`src/rtl/ex_operand_stage_pkg.sv`:
```
// Shared opcode/funct encodings and ALU operation codes for the EX stage and ALU.
// Also holds the instruction decoder that produces the registered aluop.
package ex_operand_stage_pkg;

  localparam logic [5:0] OP_RTYPE = 6'h00;
  localparam logic [5:0] OP_BEQ   = 6'h04;
  localparam logic [5:0] OP_ADDI  = 6'h08;
  localparam logic [5:0] OP_ADDIU = 6'h09;
  localparam logic [5:0] OP_SLTI  = 6'h0A;
  localparam logic [5:0] OP_ANDI  = 6'h0C;
  localparam logic [5:0] OP_ORI   = 6'h0D;
  localparam logic [5:0] OP_LW    = 6'h23;
  localparam logic [5:0] OP_SW    = 6'h2B;

  localparam logic [5:0] FN_ADD  = 6'h20;
  localparam logic [5:0] FN_ADDU = 6'h21;
  localparam logic [5:0] FN_SUB  = 6'h22;
  localparam logic [5:0] FN_SUBU = 6'h23;
  localparam logic [5:0] FN_AND  = 6'h24;
  localparam logic [5:0] FN_OR   = 6'h25;
  localparam logic [5:0] FN_NOR  = 6'h27;
  localparam logic [5:0] FN_SLT  = 6'h2A;

  localparam logic [3:0] ALUOP_AND = 4'b0000;
  localparam logic [3:0] ALUOP_OR  = 4'b0001;
  localparam logic [3:0] ALUOP_ADD = 4'b0010;
  localparam logic [3:0] ALUOP_SUB = 4'b0110;
  localparam logic [3:0] ALUOP_SLT = 4'b0111;
  localparam logic [3:0] ALUOP_NOR = 4'b1100;

  typedef struct packed {
    logic [3:0] aluop;
    logic       known;   // 0 turns the instruction into a bubble
    logic       rw_ok;   // 0 suppresses the register write
    logic       b_imm;   // operand b comes from the immediate
  } dec_t;

  function automatic dec_t decode(input logic [5:0] opcode, input logic [5:0] funct);
    dec_t d;
    d.aluop = ALUOP_ADD;
    d.known = 1'b1;
    d.rw_ok = 1'b1;
    d.b_imm = 1'b1;
    case (opcode)
      OP_RTYPE: begin
        d.b_imm = 1'b0;
        case (funct)
          FN_ADD, FN_ADDU: d.aluop = ALUOP_ADD;
          FN_SUB, FN_SUBU: d.aluop = ALUOP_SUB;
          FN_AND:          d.aluop = ALUOP_AND;
          FN_OR:           d.aluop = ALUOP_OR;
          FN_NOR:          d.aluop = ALUOP_NOR;
          FN_SLT:          d.aluop = ALUOP_SLT;
          default:         d.rw_ok = 1'b0;
        endcase
      end
      OP_LW, OP_SW, OP_ADDI, OP_ADDIU: d.aluop = ALUOP_ADD;
      OP_BEQ: begin
        d.aluop = ALUOP_SUB;
        d.b_imm = 1'b0;
      end
      OP_ANDI: d.aluop = ALUOP_AND;
      OP_ORI:  d.aluop = ALUOP_OR;
      OP_SLTI: d.aluop = ALUOP_SLT;
      default: d.known = 1'b0;
    endcase
    return d;
  endfunction

endpackage

```
`src/rtl/ex_operand_stage_fwd_mux.sv`:
```
// Forwarding select for one ALU source operand: EX/MEM beats MEM/WB beats register file.
// Register 0 is hard-wired zero and is never forwarded.
module ex_operand_stage_fwd_mux #(
  parameter int XLEN  = 32,
  parameter int RADDR = 5
) (
  input  logic [RADDR-1:0] i_src,
  input  logic [XLEN-1:0]  i_rf_data,
  input  logic             i_exmem_regwrite,
  input  logic [RADDR-1:0] i_exmem_rd,
  input  logic [XLEN-1:0]  i_exmem_result,
  input  logic             i_memwb_regwrite,
  input  logic [RADDR-1:0] i_memwb_rd,
  input  logic [XLEN-1:0]  i_memwb_result,
  output logic [XLEN-1:0]  o_data
);

  logic w_hit_exmem;
  logic w_hit_memwb;

  assign w_hit_exmem = i_exmem_regwrite && (i_exmem_rd != '0) && (i_exmem_rd == i_src);
  assign w_hit_memwb = i_memwb_regwrite && (i_memwb_rd != '0) && (i_memwb_rd == i_src);

  always_comb begin
    o_data = i_rf_data;
    if (w_hit_exmem)      o_data = i_exmem_result;
    else if (w_hit_memwb) o_data = i_memwb_result;
  end

endmodule

```
`src/rtl/ex_operand_stage.sv`:
```
// ID/EX pipeline register with aluop decode, operand forwarding and load-use stall detection.
// Feeds the single-cycle 32-bit ALU, so the EX stage itself never holds.
module ex_operand_stage
  import ex_operand_stage_pkg::*;
#(
  parameter int XLEN  = 32,
  parameter int RADDR = 5
) (
  input  logic             clk,
  input  logic             rst,
  input  logic             id_valid,
  input  logic [5:0]       id_opcode,
  input  logic [5:0]       id_funct,
  input  logic [RADDR-1:0] id_rs,
  input  logic [RADDR-1:0] id_rt,
  input  logic [RADDR-1:0] id_rd,
  input  logic [XLEN-1:0]  id_rs_data,
  input  logic [XLEN-1:0]  id_rt_data,
  input  logic [XLEN-1:0]  id_imm,
  input  logic             id_regwrite,
  input  logic             id_memread,
  input  logic             id_memwrite,
  input  logic             id_memtoreg,
  input  logic             flush,
  input  logic             exmem_regwrite,
  input  logic [RADDR-1:0] exmem_rd,
  input  logic [XLEN-1:0]  exmem_result,
  input  logic             memwb_regwrite,
  input  logic [RADDR-1:0] memwb_rd,
  input  logic [XLEN-1:0]  memwb_result,
  output logic             stall_req,
  output logic [XLEN-1:0]  alu_a,
  output logic [XLEN-1:0]  alu_b,
  output logic [3:0]       aluop,
  output logic [XLEN-1:0]  ex_store_data,
  output logic [RADDR-1:0] ex_rd,
  output logic             ex_valid,
  output logic             ex_regwrite,
  output logic             ex_memread,
  output logic             ex_memwrite,
  output logic             ex_memtoreg
);

  logic             r_valid;
  logic             r_regwrite;
  logic             r_memread;
  logic             r_memwrite;
  logic             r_memtoreg;
  logic [3:0]       r_aluop;
  logic             r_b_imm;
  logic [RADDR-1:0] r_rs;
  logic [RADDR-1:0] r_rt;
  logic [RADDR-1:0] r_rd;
  logic [XLEN-1:0]  r_rs_data;
  logic [XLEN-1:0]  r_rt_data;
  logic [XLEN-1:0]  r_imm;

  dec_t             w_dec;
  logic             w_bubble;
  logic             w_take;
  logic [XLEN-1:0]  w_fwd_rs;
  logic [XLEN-1:0]  w_fwd_rt;

  assign w_dec = decode(id_opcode, id_funct);

  // A load in EX cannot forward its data yet, so a dependent instruction waits one cycle in ID.
  assign stall_req = id_valid && r_valid && r_memread && (r_rd != '0) &&
                     ((r_rd == id_rs) || (r_rd == id_rt));
  assign w_bubble  = stall_req || flush;
  assign w_take    = id_valid && w_dec.known;

  // ID -> EX boundary
  always_ff @(posedge clk or posedge rst) begin
    if (rst) begin
      r_valid    <= 1'b0;
      r_regwrite <= 1'b0;
      r_memread  <= 1'b0;
      r_memwrite <= 1'b0;
      r_memtoreg <= 1'b0;
      r_aluop    <= ALUOP_AND;
      r_b_imm    <= 1'b0;
      r_rs       <= '0;
      r_rt       <= '0;
      r_rd       <= '0;
      r_rs_data  <= '0;
      r_rt_data  <= '0;
      r_imm      <= '0;
    end else if (w_bubble) begin
      r_valid    <= 1'b0;
      r_regwrite <= 1'b0;
      r_memread  <= 1'b0;
      r_memwrite <= 1'b0;
      r_memtoreg <= 1'b0;
    end else begin
      r_valid    <= w_take;
      r_regwrite <= w_take && w_dec.rw_ok && id_regwrite;
      r_memread  <= w_take && id_memread;
      r_memwrite <= w_take && id_memwrite;
      r_memtoreg <= w_take && id_memtoreg;
      r_aluop    <= w_dec.aluop;
      r_b_imm    <= w_dec.b_imm;
      r_rs       <= id_rs;
      r_rt       <= id_rt;
      r_rd       <= id_rd;
      r_rs_data  <= id_rs_data;
      r_rt_data  <= id_rt_data;
      r_imm      <= id_imm;
    end
  end

  ex_operand_stage_fwd_mux #(.XLEN(XLEN), .RADDR(RADDR)) u_fwd_rs (
    .i_src            (r_rs),
    .i_rf_data        (r_rs_data),
    .i_exmem_regwrite (exmem_regwrite),
    .i_exmem_rd       (exmem_rd),
    .i_exmem_result   (exmem_result),
    .i_memwb_regwrite (memwb_regwrite),
    .i_memwb_rd       (memwb_rd),
    .i_memwb_result   (memwb_result),
    .o_data           (w_fwd_rs)
  );

  ex_operand_stage_fwd_mux #(.XLEN(XLEN), .RADDR(RADDR)) u_fwd_rt (
    .i_src            (r_rt),
    .i_rf_data        (r_rt_data),
    .i_exmem_regwrite (exmem_regwrite),
    .i_exmem_rd       (exmem_rd),
    .i_exmem_result   (exmem_result),
    .i_memwb_regwrite (memwb_regwrite),
    .i_memwb_rd       (memwb_rd),
    .i_memwb_result   (memwb_result),
    .o_data           (w_fwd_rt)
  );

  assign alu_a         = w_fwd_rs;
  assign alu_b         = r_b_imm ? r_imm : w_fwd_rt;
  assign ex_store_data = w_fwd_rt;
  assign aluop         = r_aluop;
  assign ex_rd         = r_rd;
  assign ex_valid      = r_valid;
  assign ex_regwrite   = r_regwrite;
  assign ex_memread    = r_memread;
  assign ex_memwrite   = r_memwrite;
  assign ex_memtoreg   = r_memtoreg;

endmodule

```
`config.mk`:
```
export PLATFORM = sky130hd
export DESIGN_NAME = ex_operand_stage
export DESIGN_NICKNAME = d
export VERILOG_FILES = /design/src/rtl/ex_operand_stage_pkg.sv /design/src/rtl/ex_operand_stage_fwd_mux.sv /design/src/rtl/ex_operand_stage.sv
export SDC_FILE = /design/constraint.sdc
export NUM_CORES = 1
export LEC_CHECK = 0
export CAP_MARGIN = 20
export CORE_ASPECT_RATIO = 0.6
export CORE_MARGIN = 3
export CORE_UTILIZATION = 40
export DETAILED_ROUTE_END_ITERATION = 6
export GPL_TIMING_DRIVEN = 0
export HOLD_SLACK_MARGIN = 0.12
export PLACE_DENSITY = 0.77
export SYNTH_ARGS = -nofsm -noshare
export SYNTH_HDL_FRONTEND = slang
export SYNTH_SLANG_ARGS = --single-unit
export TNS_END_PERCENT = 30
```
`constraint.sdc`:
```
create_clock -name clk -period 5.73 [get_ports clk]
set_input_delay 1.146 -clock clk [delete_from_list [all_inputs] [get_ports clk]]
set_output_delay 1.146 -clock clk [all_outputs]
set_load 0.02 [all_outputs]
```
# ---- After elaboration in Yosys (flattened, before gate mapping)
# Cells that the tools add are included.
dict set report word_totals {
  reg_bits 121
  output_inout_bits 111
}
dict set report classes {
  n_eq_ne 22
  mux 16
  reduce_logical 26
}
# operator n
set op_table {}
lappend op_table {{32-bit two-way mux} 5}
lappend op_table {{6-bit == test (second input constant)} 10}
lappend op_table {{4-bit one-hot mux with 5 select lines} 2}
lappend op_table {{5-bit == test} 6}
lappend op_table {{6-bit by 4-bit == test with 1-bit output (second input constant)} 5}
lappend op_table {{1-bit logical AND} 16}
lappend op_table {{5-bit nonzero test} 3}
lappend op_table {{1-bit two-way mux} 9}
lappend op_table {{9-bit OR reduction} 1}
lappend op_table {{8-bit OR reduction} 1}
lappend op_table {{6-bit by 3-bit == test with 1-bit output (second input constant)} 1}
lappend op_table {{6-bit zero test} 1}
lappend op_table {{2-bit OR reduction} 2}
lappend op_table {{1-bit logical OR} 2}

# ---- Depth between registers and ports, before layout
# Gate-level depths: netlist of the first run.
dict set report logic_depth {
  word_depth 7
  depth_mapped 7
  depth_no_buf 5
}

# ---- Hierarchy
# A second synthesis of the first run with hierarchy kept.
dict set report hier_totals {
  hier_cells 721
  area_unflattened_um2 7542.2
}
# module instances cells_each area_each_um2 seq_area_each_um2
set by_module_without_submodules {}
lappend by_module_without_submodules {ex_operand_stage 1 351 5235.0 3027.9}
lappend by_module_without_submodules {ex_operand_stage_fwd_mux 2 185 1153.6 0.0}

# ---- Worst setup path before layout of the first run
# OpenSTA, ideal clock, no wires.
dict set report synth_timing {
  path_kind {input-to-output}
  start {input memwb_rd[0]}
  end {output alu_b[10]}
  arrival_ps 3008
  slack_ps 1576
  stages 7
  path_buffers 2
  path_cell_list {or4_1 -> o21a_1 -> and3_1 -> buf_6 -> buf_12 -> mux2i_1 -> a221oi_1}
}
dict set report synth_via {
  elab_chain_len 6
}
# item line_no
set synth_rtl {}
lappend synth_rtl {{start, declared} ex_operand_stage.sv:29} ;# input logic [RADDR-1:0] memwb_rd,
lappend synth_rtl {{5-bit nonzero test} ex_operand_stage_fwd_mux.sv:22} ;# assign w_hit_memwb = i_memwb_regwrite && (i_memwb_rd != '0) && (i_memwb_rd == i_src);
lappend synth_rtl {{1-bit logical AND} ex_operand_stage_fwd_mux.sv:22}
lappend synth_rtl {{1-bit logical AND (*)} ex_operand_stage_fwd_mux.sv:22}
lappend synth_rtl {{32-bit two-way mux (*)} ex_operand_stage_fwd_mux.sv:27} ;# else if (w_hit_memwb) o_data = i_memwb_result;
lappend synth_rtl {{32-bit two-way mux (*)} ex_operand_stage_fwd_mux.sv:26} ;# if (w_hit_exmem) o_data = i_exmem_result;
lappend synth_rtl {{32-bit two-way mux (*)} ex_operand_stage.sv:136} ;# assign alu_b = r_b_imm ? r_imm : w_fwd_rt;
lappend synth_rtl {{end, declared} ex_operand_stage.sv:33} ;# output logic [XLEN-1:0] alu_b,
# Every way passes the cells marked *; elsewhere a longest branch is shown, timed or not.

# ---- Worst setup path after layout of the first run
dict set report layout_timing {
  start {input exmem_rd[1]}
  end {output ex_store_data[28]}
}
dict set report layout_via {
  elab_chain_len 4
}
# item line_no
set layout_rtl {}
lappend layout_rtl {{start, declared} ex_operand_stage.sv:26} ;# input logic [RADDR-1:0] exmem_rd,
lappend layout_rtl {{5-bit nonzero test} ex_operand_stage_fwd_mux.sv:21} ;# assign w_hit_exmem = i_exmem_regwrite && (i_exmem_rd != '0) && (i_exmem_rd == i_src);
lappend layout_rtl {{1-bit logical AND} ex_operand_stage_fwd_mux.sv:21}
lappend layout_rtl {{1-bit logical AND (*)} ex_operand_stage_fwd_mux.sv:21}
lappend layout_rtl {{32-bit two-way mux (*)} ex_operand_stage_fwd_mux.sv:26}
lappend layout_rtl {{end, declared} ex_operand_stage.sv:35} ;# output logic [XLEN-1:0] ex_store_data,
# Marked as above.

==> run metrics, run 1 <==
synthesized instance count=666; Clk pwr share=0.396; worst r2r dst=r_imm[13]$_DFFE_PP0P_; status=completed; gr usage total=0.2750; total power=2.980 mW; Relative slew margins=0.4103; worst path cell trace=clkdlybuf4s50_1 > or4_1 > o21a_1 > nand3_2 > buf_2 > buf_2 > nor2_1 > a21oi_1 > clkdlybuf4s50_1; fmax=190.0 MHz; VDD IR max=0.1815 mV; TritonCTS Buffers=17; clock-pin slew on the worst setup and hold paths=0.06 ns; post-synthesis sequential area ratio=0.4257; ranking of synthesized cells by area=dfrtp_1, mux2_2, mux2i_1; crit path launch type=input pin; Resize count post-CTS=0; critical hold path startpoint=r_rs_data[0]$_DFFE_PP0P_; internal power=2.134 mW; first-pass GRT wire length=40340 um; Fin. Hold Viols=0; via count of the first global-routing pass=7004; RSZ-0062 raised after global routing=false; DRT Pass-1 Iters=5; Sequential Power Share=0.332; clock skew=0.01089 ns; pwr dens=264.7 nW/um^2; reg2reg start=ex_rd[4]$_DFFE_PP0P_; Synth area leader=dfrtp_1; P_sw=845.6 uW; synth warn=0; FILL cells=1437; Die W=178.2 um; CTS root buffer=clkbuf_16; Critical Path RT=4.58 ns; Starting DRT DRC Count=361; # nets final=1210; antenna viol nets, final=0; CTS sink cnt=121; # hold bufs at CTS=0; initial antenna violation count=2; Hold/Removal Path Class=reg -> reg; Synth top area share=0.4257; final WL=27360 um; Placer Congestion=0.8689; hold endpoint=r_rs_data[0]$_DFFE_PP0P_; io pins=318; post-DR wirelength/cell=21.87 um; final setup violation count=0; largest net degree at the start of global routing=69; Final Critical Period=5.262 ns; switching part of the total=0.2838; Rows=37; Worst-Margin Slew=0.8846 ns; Post-Place Setup Slack=0.4413 ns; combinational share of power=0.272; via count=6785; effective utilization at floorplan=0.4119; Vias/cell=5.424; Syn Nets=873; CTS tree=built; die footprint=19470 um^2; drt drc=0; r2r setup slk=3.26 ns; DP Wirelength=20650 um; Die Y=109.3 um; clock buffer depth=2; CP bufs+invs=4; Setup Buffers After CTS=0; Non-Filler Instances=1251; CP max-delay cell=clkdlybuf4s50_1; clock latency on the worst-skew pair=0.41 ns; Mapped Avg Cell Area=10.68 um^2; synthesized flop and latch total=121; Data arrival, critical path=4.12 ns; CP max stage delay=0.65 ns; mapped cell area=7113 um^2; placed insts=1218; most common cell after layout, fill and taps aside=clkdlybuf4s50_1; CP max FO=10; max-slew violation count=0; grt ovf=0; Core Region=17270 um^2; maxcap violations=0; port buffer count=317; nature of the critical path endpoint=output pin; layout cells sized above 1=0.1929; Final Hold Slack=0.5040 ns; critical path class=in -> out; critical path's top delay family=buffers and inverters; Leakage Power=4.565 nW; fin crit share=0.9183; worst setup margin=0.4680 ns; area grow syn2layout=58.28%; final core utilization=0.6520; Hold Path Depth=1; # H-tree levels=4; most frequent cells in the layout=clkdlybuf4s50_1, dfrtp_1, mux2_2; R2R depth=7; Cell variety after synth=43
-- registers in the layout, summed over array words and instances, names as in the netlist --
register / count
ex_regwrite: 1
r_rs: 5
r_rt: 5
aluop: 4
ex_memtoreg: 1
ex_valid: 1
r_b_imm: 1
ex_memwrite: 1
r_imm: 32
ex_rd: 5
r_rt_data: 32
ex_memread: 1
r_rs_data: 32
-- layer usage --
layer  GRT usage  part of all wire  vias to the layer above
li1            -                 -                     3083
met1      0.3642              0.43                     3346
met2      0.4389              0.46                      312
met3     0.08489             0.091                       40
met4     0.07615             0.016                        4
met5           0           0.00058                        -
-- power groups by stage --
stage	Clock (mW)	Combinational, mW	Sequential [mW]
finish	1.18	0.812	0.988
global route	1.24	0.860	0.997
CTS	1.20	0.813	0.987
detailed placement	0	0.809	1.00
global placement	0	0.797	0.999
floorplan	0	0.389	0.991
-- synthesized netlist by cell type, drive strengths merged --
cell type,count
clkbuf,13
nor4bb,2
and2,4
nand3b,3
nor4,1
nor3b,2
nor3,39
o211ai,2
nand2,6
nand3,5
o21ai,1
nor2b,2
mux2,115
nand2b,1
buf,32
and4,1
dfrtp,121
or3b,1
a32o,1
a311o,1
xnor2,14
a211o,1
nand4,2
nor2,68
a221oi,32
o22ai,1
a21oi,68
a31oi,3
mux2i,66
or4,2
xor2,16
o31a,1
o21a,2
inv,35
and3,2
-- logic make-up (layout without fill, tap and decap cells) --
logic type,count (synthesis),in the layout,share of synthesized area
xor gates and xnor gates,30,30,0.03694
muxes,181,181,0.2749
and+or+nand+nor,141,141,0.09569
other,0,1,0
DFF,121,121,0.4257
buffers and inverters,80,430,0.05646
AOI/OAI and AO/OA,113,113,0.1103
-- cell type report --
cell class / count / area (um^2) / share of cell area
Buffer: 45 / 270.3 / 0.02401
Timing Repair Buffer: 318 / 3201 / 0.2843
Antenna cell: 1 / 2.502 / 0.0002223
Clock buffer: 20 / 456.7 / 0.04056
Tap cell: 234 / 292.8 / 0.02601
Inverter: 35 / 136.4 / 0.01211
Sequential cell: 121 / 3028 / 0.2689
Clock inverter: 12 / 187.7 / 0.01667
Multi-Input combinational cell: 465 / 3684 / 0.3272
-- how the worst max path moves through the flow --
stage          slack (ns)                        end  cells past startpoint   startpoint
4_1_cts              0.44          ex_store_data[28]                      9  exmem_rd[1]
2_1_floorplan        1.37       aluop[0]$_DFFE_PP0P_                      1          rst
6_report             0.47          ex_store_data[28]                      9  exmem_rd[1]
3_5_place_dp         0.44          ex_store_data[28]                      9  exmem_rd[1]
5_1_grt              0.35          ex_store_data[28]                      9  exmem_rd[1]
3_3_place_gp        -0.60  r_rt_data[16]$_DFFE_PP0P_                      2          rst
-- stage by stage --
stage	setup TNS (ns)	instance area, um^2
global placement	-71.22	10580
global route	0	11260
detailed placement	0	10610
CTS	0	11260
finish	0	11260
floorplan	0	7113
(Power assumes the default switching activity.)
==> run 2: changes to the inputs <==
--- a/config.mk
+++ b/config.mk
@@ -12,7 +12,7 @@
 export DETAILED_ROUTE_END_ITERATION = 6
 export GPL_TIMING_DRIVEN = 0
 export HOLD_SLACK_MARGIN = 0.12
-export PLACE_DENSITY = 0.77
+export PLACE_DENSITY = 0.86
 export SYNTH_ARGS = -nofsm -noshare
 export SYNTH_HDL_FRONTEND = slang
 export SYNTH_SLANG_ARGS = --single-unit
==> run 2 against run 1 <==
Clock skew about the same. Utilization is 0.35 points lower. Worst setup slack got worse by 0.0075 ns. Maximum frequency decreased by 0.14%. Clock power fell by 10%. Final area down 0.53%. Non-clock buffer count is the same. Largest cell class unchanged.
==> run metrics, run 2 (synthesis gave the netlist of run 1 again) <==
status=completed; via count of the first global-routing pass=6873; CP max stage delay=0.70 ns; Placer Congestion=0.8791; Relative slew margins=0.3782; die footprint=19470 um^2; clock buffer depth=2; CTS root buffer=clkbuf_16; global-route met3 utilization=0.09351; r2r setup slk=3.25 ns; TritonCTS Buffers=17; placed insts=1218; post-DR wirelength/cell=22.16 um; initial antenna violation count=1; busiest layer in global routing=met2; clock skew=0.01102 ns; largest net degree at the start of global routing=66; Starting DRT DRC Count=476; via count=6818; final WL=27710 um; met1 Use GR=0.3553; # hold bufs at CTS=0; maxcap violations=0; io pins=318; Vias/cell=5.454; Critical Path RT=4.58 ns; most common cell after layout, fill and taps aside=clkdlybuf4s50_1; Final Critical Period=5.269 ns; CTS tree=built; Die Y=109.3 um; clock latency on the worst-skew pair=0.41 ns; most frequent cells in the layout=clkdlybuf4s50_1, dfrtp_1, mux2_2; grt ovf=0; drt drc=0; # nets final=1210; Rows=37; CTS sink cnt=121; Setup Buffers After CTS=0; FILL cells=1363; # diodes=0; CP max-delay cell=clkdlybuf4s50_1; fmax=189.8 MHz; R2R depth=6; final core utilization=0.6485; layout cells sized above 1=0.1929; gr usage total=0.2749; DRT Pass-1 Iters=5; Setup crit start=exmem_rd[1]; VDD IR max=0.1816 mV; multi-input combinational cell area=3684 um^2; area grow syn2layout=57.43%; critical path's top delay family=buffers and inverters; top flop regs=r_imm (32), r_rs_data (32), r_rt_data (32); RSZ-0062 raised after global routing=false; reg2reg start=ex_rd[3]$_DFFE_PP0P_; Fin. Hold Viols=0; post-route cell area=11200 um^2; clock-pin slew on the worst setup and hold paths=0.05 ns; nature of the critical path endpoint=output pin; final setup violation count=0; most used cell, CP=clkdlybuf4s50_1; fin crit share=0.9196; DP Area=10610 um^2; effective utilization at floorplan=0.4119; crit path to=alu_b[26]; Post-Place Setup Slack=0.5115 ns; Worst-Margin Slew=0.9328 ns; critical path class=in -> out; worst path cell trace=clkdlybuf4s50_1 > or4_1 > o21a_1 > nand3_2 > clkbuf_1 > nor3_1 > a221oi_2 > clkdlybuf4s50_1; port buffer count=317; Die W=178.2 um; DP Wirelength=20900 um; Leakage Power=4.527 nW; antenna viol nets, final=0; pwr dens=255.8 nW/um^2; Data arrival, critical path=4.12 ns; Core Region=17270 um^2; CP max FO=10; # H-tree levels=4; Resize count post-CTS=0; GRT met2 Usage=0.4414; Non-Filler Instances=1250; Hold/Removal Path Class=reg -> reg; crit path launch type=input pin; CP bufs+invs=3; Register Area=3028 um^2; worst setup margin=0.4606 ns; first-pass GRT wire length=39940 um; max-slew violation count=0; Worst path depth=8; worst r2r dst=r_imm[1]$_DFFE_PP0P_
==> run 2: changes by cell type in the layout (fill, tap and decap cells not counted) <==
cell        previous run  this run
clkinvlp_4             2         6
bufinv_16              4         1
clkbuf_8               2         5
inv_6                  5         2
clkinv_4               2         0
clkinv_2               0         1
diode_2                1         0
==> run 2: layer usage <==
metal	vias up	wire length, um
met2	358	12960
li1	3086	-
met1	3335	11450
met4	2	434
met5	-	8
met3	37	2848
==> run 2: worst min-delay path by stage <==
stage	cells after the start	startpoint	end	slack [ns]
6_report	1	r_rt_data[29]$_DFFE_PP0P_	r_rt_data[29]$_DFFE_PP0P_	0.50
5_1_grt	1	r_rt_data[24]$_DFFE_PP0P_	r_rt_data[24]$_DFFE_PP0P_	0.51
4_1_cts	1	r_rt_data[24]$_DFFE_PP0P_	r_rt_data[24]$_DFFE_PP0P_	0.51
3_5_place_dp	1	r_rt_data[5]$_DFFE_PP0P_	r_rt_data[5]$_DFFE_PP0P_	0.49
3_3_place_gp	1	r_rt_data[17]$_DFFE_PP0P_	r_rt_data[17]$_DFFE_PP0P_	0.49
2_1_floorplan	1	r_rs_data[31]$_DFFE_PP0P_	r_rs_data[31]$_DFFE_PP0P_	0.48
==> run 2: power by group <==
| group | internal, mW | switching [mW] |
|---|---|---|
| registers | 0.935 | 0.0545 |
| clock network | 0.655 | 0.404 |
| logic | 0.440 | 0.376 |
==> run 2: worst register-to-register path: cells and delay by family (launching register included) <==
| kind | cells | cell delay, ns |
|---|---|---|
| multiplexers | 1 | 0.38 |
| AO/OA/AOI/OAI | 2 | 0.58 |
| buffers and inverters | 2 | 0.64 |
| flip-flops | 1 | 0.47 |
| AND/OR/NAND/NOR | 1 | 0.30 |
==> run 2: layout make-up <==
type,instances,area share
buffer,45,0.02413
clock buffer,23,0.04447
clock inverter,9,0.007933
inverter,35,0.01218
multi-input combinational,465,0.3289
sequential,121,0.2704
tap,234,0.02615
timing repair buffer,318,0.2858
==> run 2: metrics by stage <==
stage / hold WS, ns / setup TNS (ns) / power, mW
final: 0.5040 / 0 / 2.865
after global routing: 0.5122 / 0 / 2.977
after CTS: 0.5076 / 0 / 2.878
after detailed placement: 0.4947 / 0 / 1.813
after global placement: 0.4880 / -58.83 / 1.795
after floorplan: 0.4799 / 0 / 1.380
